**src/rtl/bcvs_rx_parser.sv**
```systemverilog
// rtl/bcvs_rx_parser.sv - BCVS bus-E receive parser: frame/packet tracking, sample RAM writes, error pulses
// Checksum accumulators and PE/FE comparisons exist only when BCVS_RX_CRC_EN is defined.
module bcvs_rx_parser #(
   parameter int SEV_WORDS = 8,
   parameter int ERR_W     = 16
) (
   input  logic                     iclk,
   input  logic                     ireset,
   input  logic [17:0]              iuser_data,
   input  logic                     ivalid,
   output logic [2:0]               oformat,
   output logic [1:0]               oframe_cnt,
   output logic [7:0]               onum_pack,
   output logic [3:0]               ochannels,
   output logic [7:0]               osize_pack,
   output logic [16*SEV_WORDS-1:0]  osev,
   output logic [15:0]              oWr_addr,
   output logic [31:0]              oWr_data,
   output logic                     oWr_en,
   output logic                     opack_done,
   output logic                     oframe_done,
   output logic                     opack_crc_err,
   output logic                     oframe_crc_err,
   output logic                     oproto_err,
   output logic [ERR_W-1:0]         oerr_cnt
);
   localparam int SW = (SEV_WORDS > 1) ? $clog2(SEV_WORDS) : 1;
   localparam logic [17:0] SYNC = 18'h3FE00;

   typedef enum logic [3:0] {
      S_IDLE, S_FH2, S_PH1, S_PH2, S_SEV, S_DATA, S_PE1, S_PE2, S_FE1, S_FE2
   } state_t;
   state_t state;

   logic [7:0]               pidx, nsamp_hi, np_eff;
   logic [SW-1:0]            sev_cnt;
   logic [15:0]              samp_cnt, first_word, nsamp;
   logic                     half;
   logic [16*SEV_WORDS-1:0]  sev_sh;
   logic                     is_sync, is_svc, is_data, is_fh1, ok, acc, frame_start;
   logic [2:0]               tag;

   // ok: the word is what the current state expects, structurally
   always_comb begin
      is_sync = (iuser_data == SYNC);
      is_svc  = (iuser_data[17:16] == 2'b11) && !is_sync;
      is_data = (iuser_data[17:16] == 2'b01);
      tag     = iuser_data[15:13];
      is_fh1  = is_svc && (tag == 3'd0);
      nsamp   = {osize_pack, 8'h00};
      np_eff  = (onum_pack == 8'd0) ? 8'd1 : onum_pack;
      ok      = 1'b0;
      case (state)
         S_IDLE:        ok = is_sync || is_fh1;
         S_FH2:         ok = is_svc && tag == 3'd1 && !iuser_data[12] && iuser_data[7:0] != 8'd0;
         S_PH1:         ok = is_svc && tag == 3'd2 && iuser_data[12:8] == pidx[4:0];
         S_PH2:         ok = is_svc && tag == 3'd3 && iuser_data[12:8] == 5'd0
                             && {nsamp_hi, iuser_data[7:0]} == nsamp;
         S_SEV, S_DATA: ok = is_data;
         S_PE1:         ok = is_svc && tag == 3'd6 && iuser_data[12:8] == 5'd0;
         S_PE2:         ok = is_svc && tag == 3'd7 && iuser_data[12:8] == 5'd0;
         S_FE1:         ok = is_svc && tag == 3'd4 && iuser_data[12:8] == 5'd0;
         S_FE2:         ok = is_svc && tag == 3'd5 && iuser_data[12:8] == 5'd0;
         default:       ok = 1'b0;
      endcase
      acc         = ivalid && ok;
      frame_start = ivalid && is_fh1 && (state == S_IDLE || !ok);
   end

   always_ff @(posedge iclk) begin
      if (ireset) begin
         state <= S_IDLE;
         oformat <= '0; oframe_cnt <= '0; onum_pack <= '0; ochannels <= '0; osize_pack <= '0;
         osev <= '0; sev_sh <= '0; oWr_addr <= '0; oWr_data <= '0; oWr_en <= 1'b0;
         opack_done <= 1'b0; oframe_done <= 1'b0; oproto_err <= 1'b0;
         pidx <= '0; nsamp_hi <= '0; sev_cnt <= '0; samp_cnt <= '0; first_word <= '0; half <= 1'b0;
      end else begin
         oWr_en      <= 1'b0;
         opack_done  <= 1'b0;
         oframe_done <= 1'b0;
         oproto_err  <= 1'b0;
         if (oWr_en)
            oWr_addr <= oWr_addr + 16'd1;
         // An FH1 that breaks the current frame still opens a new one
         if (frame_start) begin
            oformat    <= iuser_data[12:10];
            oframe_cnt <= iuser_data[9:8];
            onum_pack  <= iuser_data[7:0];
            pidx       <= 8'd0;
            state      <= S_FH2;
         end else if (ivalid && !ok) begin
            state <= S_IDLE;
         end
         if (ivalid && !ok)
            oproto_err <= 1'b1;
         if (acc) begin
            case (state)
               S_IDLE: ;
               S_FH2: begin
                  ochannels  <= iuser_data[11:8];
                  osize_pack <= iuser_data[7:0];
                  state      <= S_PH1;
               end
               S_PH1: begin
                  nsamp_hi <= iuser_data[7:0];
                  state    <= S_PH2;
               end
               S_PH2: begin
                  oWr_addr <= '0;
                  samp_cnt <= '0;
                  sev_cnt  <= '0;
                  half     <= 1'b0;
                  state    <= S_SEV;
               end
               S_SEV: begin
                  sev_sh[sev_cnt*16 +: 16] <= iuser_data[15:0];
                  sev_cnt <= sev_cnt + 1'b1;
                  if (sev_cnt == SW'(SEV_WORDS - 1))
                     state <= S_DATA;
               end
               S_DATA: begin
                  if (!half) begin
                     first_word <= iuser_data[15:0];
                     half       <= 1'b1;
                  end else begin
                     half     <= 1'b0;
                     oWr_en   <= 1'b1;
                     oWr_data <= {first_word, iuser_data[15:0]};
                     samp_cnt <= samp_cnt + 16'd1;
                     if (samp_cnt == nsamp - 16'd1)
                        state <= S_PE1;
                  end
               end
               S_PE1: state <= S_PE2;
               S_PE2: begin
                  osev       <= sev_sh;
                  opack_done <= 1'b1;
                  pidx       <= pidx + 8'd1;
                  state      <= ({1'b0, pidx} + 9'd1 < {1'b0, np_eff}) ? S_PH1 : S_FE1;
               end
               S_FE1: state <= S_FE2;
               S_FE2: begin
                  oframe_done <= 1'b1;
                  state       <= S_IDLE;
               end
               default: state <= S_IDLE;
            endcase
         end
      end
   end

`ifdef BCVS_RX_CRC_EN
   logic [17:0] pcrc, fcrc;
   logic        pe_bad, fe_bad;

   always_ff @(posedge iclk) begin
      if (ireset) begin
         pcrc <= '0; fcrc <= '0; pe_bad <= 1'b0; fe_bad <= 1'b0;
         opack_crc_err <= 1'b0; oframe_crc_err <= 1'b0;
      end else begin
         opack_crc_err  <= 1'b0;
         oframe_crc_err <= 1'b0;
         if (frame_start) begin
            fcrc <= iuser_data;
         end else if (acc) begin
            case (state)
               S_FH2, S_PH2, S_SEV, S_DATA: begin
                  pcrc <= pcrc + iuser_data;
                  fcrc <= fcrc + iuser_data;
               end
               S_PH1: begin
                  pcrc <= iuser_data;
                  fcrc <= fcrc + iuser_data;
               end
               S_PE1: begin
                  fcrc   <= fcrc + iuser_data;
                  pe_bad <= iuser_data[7:0] != ~pcrc[15:8];
               end
               S_PE2: begin
                  fcrc          <= fcrc + iuser_data;
                  opack_crc_err <= pe_bad || (iuser_data[7:0] != ~pcrc[7:0]);
               end
               S_FE1: fe_bad <= iuser_data[7:0] != ~fcrc[15:8];
               S_FE2: oframe_crc_err <= fe_bad || (iuser_data[7:0] != ~fcrc[7:0]);
               default: ;
            endcase
         end
      end
   end
`else
   assign opack_crc_err  = 1'b0;
   assign oframe_crc_err = 1'b0;
`endif

   logic [1:0]       err_inc;
   logic [ERR_W+1:0] err_sum;

   always_comb begin
      err_inc = 2'(oproto_err) + 2'(opack_crc_err) + 2'(oframe_crc_err);
      err_sum = {2'b00, oerr_cnt} + (ERR_W+2)'(err_inc);
   end

   always_ff @(posedge iclk) begin
      if (ireset)
         oerr_cnt <= '0;
      else if (|err_sum[ERR_W+1:ERR_W])
         oerr_cnt <= '1;
      else
         oerr_cnt <= err_sum[ERR_W-1:0];
   end
endmodule

```
**config.mk**
```make
export PLATFORM = sky130hd
export DESIGN_NAME = bcvs_rx_parser
export DESIGN_NICKNAME = d
export VERILOG_FILES = /design/src/rtl/bcvs_rx_parser.sv
export SDC_FILE = /design/constraint.sdc
export NUM_CORES = 1
export LEC_CHECK = 0
export ABC_CLOCK_PERIOD_IN_PS = 3900
export CORE_MARGIN = 8
export CORE_UTILIZATION = 60
export CTS_CLUSTER_SIZE = 40
export DETAILED_ROUTE_END_ITERATION = 12
export DONT_BUFFER_PORTS = 1
export PLACE_DENSITY = 0.76
export SLEW_MARGIN = 30
export SYNTH_ARGS = -nofsm -noshare
export SYNTH_HDL_FRONTEND = slang
export SYNTH_SLANG_ARGS = --single-unit
```
**constraint.sdc**
```tcl
create_clock -name iclk -period 3.9 [get_ports iclk]
set_input_delay 0.975 -clock iclk [delete_from_list [all_inputs] [get_ports iclk]]
set_output_delay 0.975 -clock iclk [all_outputs]
set_load 0.03 [all_outputs]
```
==> impl_metrics.json <==
{
  "critical_path_class": "reg -> reg",
  "multi_input_area_um2": 7480,
  "cts_setup_buffers": 0,
  "ir_worst_vdd_mv": 0.376,
  "status": "complete, no violations",
  "rsz0062_at_grt": "false",
  "syn_inst": 1897,
  "maxCapViolations": 0,
  "drt-initial-drc-count": 1142,
  "synth_area_um2": 16300,
  "synth_ff_type": "dfxtp_1",
  "yosysWarnings": 0,
  "whs_path_depth": 2,
  "place_area_um2": 16400,
  "syn_area_per_cell_um2": 8.58,
  "stdcell_count": 2190,
  "io_pins": 244,
  "setup_slack_ps": 486,
  "hold_class": "reg -> reg",
  "num_antenna_cells": 0,
  "worstPathArrival_ps": 3850,
  "switching_share_pct": 19.7,
  "insertion_delay_ps": 530,
  "pwr-share-clk_pct": 49.5,
  "slowest_delay_ps": 750,
  "antenna_found_initial": 0,
  "ctsHtreeMaxLevel": 2,
  "synthTopCellsByArea": "dfxtp_1, nand2_1, a21oi_1",
  "post-route-period-util_pct": 87.5,
  "wl_per_cell_um": 19.5,
  "die_x_um": 181,
  "utilization_pct": 66.6,
  "max_freq_ghz": 0.293,
  "grt-ovfl-total": 0,
  "p_seq_share_pct": 49.8,
  "end_kind": "flip-flop",
  "drc": 0,
  "yosysTopAreaCell": "dfxtp_1",
  "required_ps": 4340,
  "core_area_um2": 26800,
  "ys_seq_area_share_pct": 49.8,
  "die-area_um2": 32700,
  "min_period_ps": 3410,
  "dp.cells": 2117,
  "drive_gt1_share_pct": 6.60,
  "final.setup.tns_ps": 0,
  "routed_via_density": 6.02,
  "whs_ps": 458,
  "start_util_pct": 60.8,
  "ff_latch_area_um2": 8110,
  "wirelength_um": 42800,
  "p_switching_mw": 1.64,
  "crit_chain": "or4bb_1 -> nor4_1 -> nand4_1 -> and4b_1 -> nor4_4 -> buf_12 -> nand2_1 -> a21oi_1",
  "area_growth_pct": 9.53,
  "ant_nets": 0,
  "place_ws_ps": 253,
  "clock-sinks": 405,
  "synth_top_area_share_pct": 49.8,
  "dp_hpwl_um": 27100,
  "crit_fanout": 69,
  "crit_slowest_cell": "or4bb_1",
  "powerDensity_nw_per_um2": 467,
  "cts_hold_buf": 0,
  "pwr-share-comb_pct": 0.7,
  "ctsResizeCount": 0,
  "grt_pass1_vias": 12400,
  "numCtsBuffers": 41,
  "setup_violations": 0,
  "finalWeightedCongestion": 0.887,
  "ff2ff_path_depth": 8,
  "power_mw": 8.33,
  "grt_use_total_pct": 25.0,
  "fp.dieH_um": 181,
  "io_buffer_count": 0,
  "synth_commonest_cells": "dfxtp_1, nand2_1, a21oi_1",
  "ys_types": 60,
  "rows": 60,
  "yosysMostFrequentCell": "dfxtp_1",
  "hold_viol_final": 0,
  "cts.reportedPaths.clkPinSlew_ps": 70,
  "tightestPinTransition_ps": 757,
  "ys_seq_elements": 405,
  "p_int_mw": 6.69,
  "clock_skew_ps": 13.9,
  "grt_pass1_wl_um": 67900,
  "nets": 1857,
  "tritoncts": "done",
  "synthArstFlopShare_pct": 0,
  "synth-edff-count": 0,
  "nFillCells": 2214,
  "vias": 13200,
  "critPathLaunchType": "flip-flop",
  "final_area_um2": 17800,
  "power_leakage_nw": 6.30,
  "drtPass1Iterations": 5,
  "timing.final.max_slew_violations": 0,
  "cts_root_buffer": "clkbuf_16",
  "grt_max_degree": 398,
  "maxSlewHeadroom_pct": 49.2,
  "clockBufferDepth": 3
}
layout make-up:
| type | instances | share of cell area, % |
|---|---|---|
| multi-input cells | 1318 | 41.9 |
| flip-flops and latches | 405 | 45.5 |
| clock inverters | 18 | 1.31 |
| well taps | 341 | 2.39 |
| inverters | 21 | 0.442 |
| repair buffers | 32 | 1.70 |
| clock buffers | 55 | 6.79 |
path summary, 6_finish.rpt:
kind | startpoint | endpoint | slack (ps)
worst max-delay path | state[0] | osev[102] | 490
worst min-delay path | sev_sh[25] | sev_sh[25] | 460
worst max register to register | state[0] | osev[102] | 490
worst min register to register | sev_sh[25] | sev_sh[25] | 460
critical path, delay by kind of cell (launching register included):
family                 cells  cell delay [ps]
and+or+nand+nor            6             2150
DFF                        1              640
AOI/OAI and AO/OA          1              160
buffers and inverters      1              320
layout by cell type, fill, tap and decap left out, types with 27 or more instances in the layout:
cell and instances:
nand3_1 46, dfxtp_1 405, nand2_1 364, buf_4 27, a21oi_1 196, o21ai_0 90
xor2_1 29, mux2i_1 98, clkbuf_16 43, nor2_1 146, nand3b_1 94
flip-flops by register name, summed over array words and instances (netlist names), 3 cells and up:
register,count
osev,128
sev_sh,128
oWr_data,32
first_word,16
oWr_addr,16
oerr_cnt,16
samp_cnt,16
nsamp_hi,8
onum_pack,8
osize_pack,8
pidx,8
ochannels,4
state,4
oformat,3
sev_cnt,3
layer usage:
| metal | vias up | routed length [µm] | track usage (%) |
|---|---|---|---|
| li1 | 6296 | - | - |
| met1 | 6325 | 18000 | 32.5 |
| met2 | 507 | 19200 | 39.0 |
| met3 | 65 | 4740 | 8.85 |
| met4 | 0 | 829 | 6.15 |
| met5 | - | 0 | 0 |
power groups by stage:
stage / registers, mW / logic, mW / clock network (mW)
floorplan: 4.24 / 0.123 / 0
global placement: 4.24 / 0.0565 / 0
detailed placement: 4.24 / 0.0577 / 0
CTS: 4.15 / 0.0579 / 4.18
global route: 4.15 / 0.0629 / 4.35
finish: 4.15 / 0.0587 / 4.13
cell families after synthesis:
| kind of cell | synth area share (%) |
|---|---|
| AOI/OAI and AO/OA | 11.7 |
| xor gates and xnor gates | 2.74 |
| buffers and inverters | 4.44 |
| muxes | 6.16 |
| DFF | 49.8 |
| other | 0.0230 |
| adders and majority gates | 1.31 |
| and+or+nand+nor | 23.8 |
Note: power is estimated with default switching activity, not from simulation.
